**src/rtl/alu_arbiter.sv**
```systemverilog
// alu_arbiter: shares one registered ALU between two requesters, one op per cycle,
// with round-robin (MODE 0) or fixed priority plus starvation guard (MODE 1). Rev 1.0
`default_nettype none

module alu_arbiter #(
  parameter int MODE         = 0,
  parameter int STARVE_LIMIT = 4
) (
  input  logic        clk,
  input  logic        rst,
  input  logic        req0,
  input  logic [3:0]  op0,
  input  logic [31:0] a0,
  input  logic [31:0] b0,
  output logic        gnt0,
  output logic        rsp_valid0,
  input  logic        req1,
  input  logic [3:0]  op1,
  input  logic [31:0] a1,
  input  logic [31:0] b1,
  output logic        gnt1,
  output logic        rsp_valid1,
  output logic [31:0] rsp_data,
  output logic        rsp_zero,
  output logic [3:0]  alu_op,
  output logic [31:0] alu_a,
  output logic [31:0] alu_b,
  input  logic [31:0] alu_out,
  input  logic        alu_zero
);

  localparam logic [3:0] LIMIT   = 4'(STARVE_LIMIT);
  localparam logic [3:0] OP_IDLE = 4'b1111;

  logic       rr_ptr;
  logic [3:0] starve_cnt;
  logic       iss_valid;
  logic       iss_id;
  logic       contend;

  assign contend = req0 & req1;

  always_comb begin
    gnt0 = 1'b0;
    gnt1 = 1'b0;
    if (!rst) begin
      if (contend) begin
        if (MODE == 0) begin
          gnt1 = rr_ptr;
        end else begin
          gnt1 = (starve_cnt == LIMIT);
        end
        gnt0 = ~gnt1;
      end else begin
        gnt0 = req0;
        gnt1 = req1;
      end
    end
  end

  // The idle opcode makes the ALU produce 0, keeping its output quiet between ops.
  always_comb begin
    alu_op = OP_IDLE;
    alu_a  = 32'd0;
    alu_b  = 32'd0;
    if (gnt0) begin
      alu_op = op0;
      alu_a  = a0;
      alu_b  = b0;
    end else if (gnt1) begin
      alu_op = op1;
      alu_a  = a1;
      alu_b  = b1;
    end
  end

  always_ff @(posedge clk) begin
    if (rst) begin
      rr_ptr     <= 1'b0;
      starve_cnt <= 4'd0;
      iss_valid  <= 1'b0;
      iss_id     <= 1'b0;
    end else begin
      iss_valid <= gnt0 | gnt1;
      iss_id    <= gnt1;
      if (MODE == 0) begin
        if (gnt0 | gnt1) begin
          rr_ptr <= gnt0;
        end
      end else begin
        if (gnt1) begin
          starve_cnt <= 4'd0;
        end else if (contend && gnt0 && (starve_cnt != LIMIT)) begin
          starve_cnt <= starve_cnt + 4'd1;
        end
      end
    end
  end

  // The ALU result lands exactly one cycle after issue, so it is forwarded unregistered.
  assign rsp_valid0 = ~rst & iss_valid & ~iss_id;
  assign rsp_valid1 = ~rst & iss_valid & iss_id;
  assign rsp_data   = alu_out;
  assign rsp_zero   = alu_zero;

endmodule

`default_nettype wire

```
**config.mk**
```make
export PLATFORM = sky130hd
export DESIGN_NAME = alu_arbiter
export DESIGN_NICKNAME = d
export VERILOG_FILES = /design/src/rtl/alu_arbiter.sv
export SDC_FILE = /design/constraint.sdc
export NUM_CORES = 1
export LEC_CHECK = 0
export CAP_MARGIN = 20
export CORE_AREA = 2 2 108 110
export DETAILED_ROUTE_END_ITERATION = 10
export DIE_AREA = 0 0 110 112
export HOLD_SLACK_MARGIN = 0.06
export PLACE_DENSITY = 0.64
export SYNTH_ARGS = -nofsm -noshare
export SYNTH_HDL_FRONTEND = slang
export SYNTH_SLANG_ARGS = --single-unit
```
**constraint.sdc**
```tcl
create_clock -name clk -period 1.15 [get_ports clk]
set_input_delay 0.115 -clock clk [delete_from_list [all_inputs] [get_ports clk]]
set_output_delay 0.115 -clock clk [all_outputs]
set_load 0.01 [all_outputs]
```
==> flow_summary.yaml, run 1 <==
sta:
  period_share_pct: 140
  slew_violations: 0
  hold_viol: 0
  fmax_mhz: 623
  finClkSkew_ps: 1.82
  tightest_slew_ps: 398
  period_minus_slack_ps: 1610
  setup_viol_count_final: 70
  holdWs_ps: 230
  rsz0062_at_grt: "true"
  setup_ws_ps: -456
  relSlewSlack_pct: 73.4
floorplan:
  io_pins: 278
  rows: 39
  die_h_um: 112
  die_x_um: 110
  start_util_pct: 12.5
  die_area_um2: 12300
  coreArea_um2: 11200
clocking:
  cts_made_buffers: 3
  clk_latency_ps: 220
  root_buffer: "clkbuf_16"
  ctsHtreeMaxLevel: 1
  cts_tree: "done"
  clk_pin_slew_ps: 30
  clock_path_buffers: 2
  hold_buffers: 0
  cts_sinks: 3
place:
  hpwl_um: 6570
  place_area_um2: 3440
  gp_congestion: 0.805
  place.port_buffers: 211
  pre_cts_ws_ps: -923
  placed_cells: 524
global_routing:
  grt_max_degree: 32
  overflow: 0
  grt_usage_pct: 13.3
  antenna_found_initial: 0
  grt_pass1_wl_um: 13000
  first_global_vias: 2491
pwr:
  p_int_w: 0.00153
  power_density_nw_per_um2: 593
  p_comb_share_pct: 70.7
  clkPwrFrac_pct: 24.1
  seq_power_share_pct: 5.1
  power.switching_w: 0.000754
  irDropWorstVdd_uv: 669
  p_leak_nw: 1.60
  switching_share_pct: 33.0
outcome:
  status: "finished with violations"
  violations: "negative setup slack"
final_layout:
  seq_area_um2: 61.3
  fin_area_um2: 3860
  antennaDiodeCount: 0
  utilization_pct: 34.5
  syn_to_final_growth_pct: 177
  stdcell_count: 552
  multi_input_comb_area_um2: 1160
  finalNetCount: 583
  post_route_cells_drive_above_1_share_pct: 35.5
  n_fill_cell: 1197
synthesis:
  yosysTopAreaCell: "a32oi_1"
  syn_nets: 392
  synthCells: 219
  synth_edf_count: 0
  ys_warn_count: 0
  synthFlopType: "dfxtp_1"
  synth_cell_types: 14
  syn_avg_cell_area_um2: 6.35
  ys_top_cells_by_area: "a32oi_1, nor2_1, buf_4"
  synth_top_area_share_pct: 40.3
  synth_async_sr_flop_share_pct: 0
  ys_top_cells_by_count: "nor2_1, a32oi_1, buf_4"
  synthMostInstantiatedCell: "nor2_1"
  syn-cell-area_um2: 1390
  ys_ff_latch: 3
  synth_seq_area_share_pct: 4.32
worst_setup_path:
  r2r_setup_slack_ps: 120
  cp.required_ps: 1030
  path_max_fanout: 7
  cp-end-kind: "output pin"
  critPathArrivalTime_ps: 1490
  crit_type: "reg -> out"
  cp-start-kind: "flop"
min_path:
  hp-class: "in -> out"
route:
  antenna_left: 0
  first_pass_iters: 4
  wl_per_cell_um: 18.1
  drc: 0
  vias: 2560
  vias_per_cell: 4.64
  drt_wl_total_um: 10000
  drt_iter0_drc: 115
job:
  maxCapViolCount: 0
[power by group through the flow]
stage / sequential, W / clock [W] / combinational [W]
floorplan: 0.000118 / 0 / 0.000610
global placement: 0.000119 / 0 / 0.00135
detailed placement: 0.000119 / 0 / 0.00137
CTS: 0.000118 / 0.000559 / 0.00142
global route: 0.000118 / 0.000575 / 0.00172
finish: 0.000118 / 0.000553 / 0.00162
[cell usage in the layout (no fill, tap or decap), drive strengths merged]
master         count
a32oi             64
nor2              75
nand2b             1
buf              102
a21boi             1
dlygate4sd2        3
nor3b              1
clkdlybuf4s15      1
clkbuf            12
and3b              1
and2               1
nor2b              3
dfxtp              3
a22oi              4
a211oi             1
clkdlybuf4s50    136
[per-layer routing]
metal	track usage, %	vias up	routed length [µm]
li1	-	1187	-
met1	13.8	1200	3540
met2	26.1	159	5300
met3	2.93	14	1010
met4	3.29	0	166
met5	0	-	0
[stage by stage]
| step | power [W] | TNS, ps |
|---|---|---|
| final | 0.00229 | -28120 |
| after floorplan | 0.000727 | -9.47 |
| after detailed placement | 0.00149 | -59800 |
| after CTS | 0.00210 | -26250 |
| after global placement | 0.00147 | -57460 |
| after global routing | 0.00241 | -32160 |
[state kept, by name, indices dropped and copies added (netlist names)]
name       flops
rr_ptr         1
iss_id         1
iss_valid      1
[cell type report]
type,instances,share of cell area [%]
Multi-Input combinational cell,152,30.1
Clock buffer,4,2.04
Tap cell,143,4.64
Sequential cell,3,1.59
Timing Repair Buffer,250,61.7
[repair_timing]
| action | in CTS | in global routing |
|---|---|---|
| setup buffers | 3 | 10 |
| resized for setup | 283 | 41 |
| endpoints found under the setup margin | 72 | 71 |
| pin swaps | 23 | 19 |
| gates cloned | 6 | 5 |
[path summary, 6_finish.rpt]
kind,startpoint,to,cells past startpoint
worst max register to register,rr_ptr,iss_id,3
worst min register to register,rr_ptr,rr_ptr,2
worst max-delay path,rr_ptr,alu_b[22],6
worst min-delay path,alu_out[15],rsp_data[15],0
[worst max-delay path: stages (launching register included)]
cell and delay [ps]:
dfxtp_2 330, nand2b_4 190, buf_4 170, clkbuf_16 150
a32oi_1 210, nor2_1 70, buf_2 140
[cell families (layout without fill, tap and decap cells)]
kind of cell / count (synthesis) / after routing / synth area share (%)
buffers and inverters: 64 / 254 / 28.2
AOI/OAI and AO/OA: 70 / 70 / 43.8
DFF: 3 / 3 / 4.32
and+or+nand+nor: 82 / 82 / 23.7
No activity file was read; power rests on OpenSTA's default activity.
==> inputs of run 2 (changes only) <==
Settings changed: GPL_TIMING_DRIVEN set to 0.
==> run 2 against run 1 <==
Effect of this change:
- the run still ends with negative setup slack left
- worst hold slack better by 170 ps
- clock-buffer cell count is the same
- combinational power hardly changed
- setup slack lost 43 ps
- highest routed layer unchanged
- first-iteration DRC count decreased by 23%
- final cell count up 11%
- maximum frequency decreased by 2.6%
- wire length down 7.0%
- clock power hardly changed
- sequential power hardly changed
- sequential share of layout area is 0.081 points lower
- clock skew decreased by 1.1 ps
- largest cell class unchanged
==> flow_summary.yaml, run 2 (synthesis gave the netlist of run 1 again) <==
pwr:
  totalPowerFinal_w: 0.00227
  irDropWorstVdd_uv: 394
  p_leak_nw: 1.73
  power_density_nw_per_um2: 559
worst_setup_path:
  cp-start-kind: "flop"
  cp.required_ps: 1030
  critPathArrivalTime_ps: 1530
  crit_type: "reg -> out"
  cp-end-kind: "output pin"
  path_max_fanout: 10
route:
  vias_per_cell: 4.42
  first_pass_iters: 4
  vias: 2716
  drt_iter0_drc: 88
  wl_per_cell_um: 15.2
  antenna_left: 0
  drc: 0
  drt_wl_total_um: 9320
min_path:
  hp-class: "in -> reg"
floorplan:
  rows: 39
  die_h_um: 112
  start_util_pct: 12.5
  coreArea_um2: 11200
  io_pins: 278
  die_x_um: 110
  die_area_um2: 12300
final_layout:
  stdcell_count: 614
  syn_to_final_growth_pct: 192
  largestRegisters: "iss_id x1, iss_valid x1, rr_ptr x1"
  layout_common_cells: "clkdlybuf4s50_1, nor2_1, buf_2"
  finalNetCount: 645
  layout.cells.most_common: "clkdlybuf4s50_1"
  post_route_cells_drive_above_1_share_pct: 34.0
  antennaDiodeCount: 0
clocking:
  clk_latency_ps: 220
  cts_made_buffers: 3
  ctsHtreeMaxLevel: 1
  hold_buffers: 0
  clock_path_buffers: 2
  cts_sinks: 3
  clk_pin_slew_ps: 30
  cts_tree: "done"
  root_buffer: "clkbuf_16"
place:
  gp_congestion: 0.782
  place.port_buffers: 242
  placed_cells: 604
  pre_cts_ws_ps: -1220
  hpwl_um: 7570
sta:
  tightest_slew_ps: 555
  period_share_pct: 143
  hold_viol: 0
  finClkSkew_ps: 0.753
  relSlewSlack_pct: 63.0
  setup_ws_ps: -499
  period_minus_slack_ps: 1650
  fin_tns_setup_ps: -29620
  slew_violations: 0
  setup_viol_count_final: 70
  rsz0062_at_grt: "true"
  fmax_mhz: 607
global_routing:
  antenna_found_initial: 0
  first_global_vias: 2648
  grt_usage_pct: 13.2
  overflow: 0
  grt_max_degree: 11
  grt_pass1_wl_um: 12900
outcome:
  violations: "negative setup slack"
  status: "finished with violations"
job:
  maxCapViolCount: 0
## run 2: cell types whose count changed in the layout (fill, tap and decap cells not counted), moves of 5 or more
cell             previous run  this run
a32oi_2                    25        19
clkbuf_1                    1        10
buf_12                      9         1
buf_4                      19        39
a32oi_1                    39        45
clkdlybuf4s50_1           136       169
clkbuf_16                   8         3
buf_6                       2        14
buf_16                      6         0
buf_2                      66        74
## run 2: stage by stage
step / cell area (µm²) / utilization [%] / hold WS [ps]
after CTS: 3920 / 35.1 / 394
after detailed placement: 4030 / 36.0 / 449
after global placement: 4030 / 36.0 / 441
after global routing: 4060 / 36.4 / 416
final: 4060 / 36.4 / 398
after floorplan: 1430 / - / 236
## run 2: timing repair
| item | 4_1_cts | 5_1_grt |
|---|---|---|
| gates cloned | 2 | 0 |
| endpoints found under the setup margin | 72 | 72 |
| endpoints found under the hold margin | 0 | 0 |
| resized for setup | 310 | 22 |
| pin swaps | 38 | 23 |
| buffers inserted | 4 | 0 |
## run 2: path summary, 6_finish.rpt
| path | from | end | slack [ps] | depth (start not counted) |
|---|---|---|---|---|
| hold reg to reg | rr_ptr | rr_ptr | 490 | 1 |
| setup reg to reg | rr_ptr | iss_id | 190 | 3 |
| setup / recovery | rr_ptr | alu_a[26] | -500 | 7 |
| hold / removal | req0 | rr_ptr | 400 | 3 |
## run 2: final cells by class
| cell class | instances | area, µm² |
|---|---|---|
| Buffer | 64 | 475 |
| Clock buffer | 4 | 78.8 |
| Fill cell | 1177 | 7110 |
| Multi-Input combinational cell | 152 | 1110 |
| Sequential cell | 3 | 61.3 |
| Tap cell | 143 | 179 |
| Timing Repair Buffer | 248 | 2150 |
## run 2: layer usage
layer / vias to the layer above / wire length, µm / global-route usage (%)
met5: - / 0 / 0
met4: 0 / 79 / 2.95
met3: 6 / 1040 / 3.34
met2: 153 / 4880 / 25.4
met1: 1251 / 3330 / 14.0
li1: 1306 / - / -
## run 2: critical path, stage by stage, from the launching register on
cell	delay [ps]
dfxtp_2	330
nand2b_4	140
buf_6	140
buf_4	130
buf_6	130
a32oi_1	210
nor2_1	70
buf_2	150
## run 2: where the power goes
group / total [W] / internal (W) / switching, W
Clock: 0.000552 / 0.000457 / 0.0000945
Sequential: 0.000118 / 0.000113 / 0.00000566
Combinational: 0.00160 / 0.000961 / 0.000642
==> inputs of run 3 (changes only) <==
Settings changed: CTS_CLUSTER_DIAMETER set to 100.
==> results of run 3 <==
The final DEF is identical to that of run 2; final timing and power are the same.
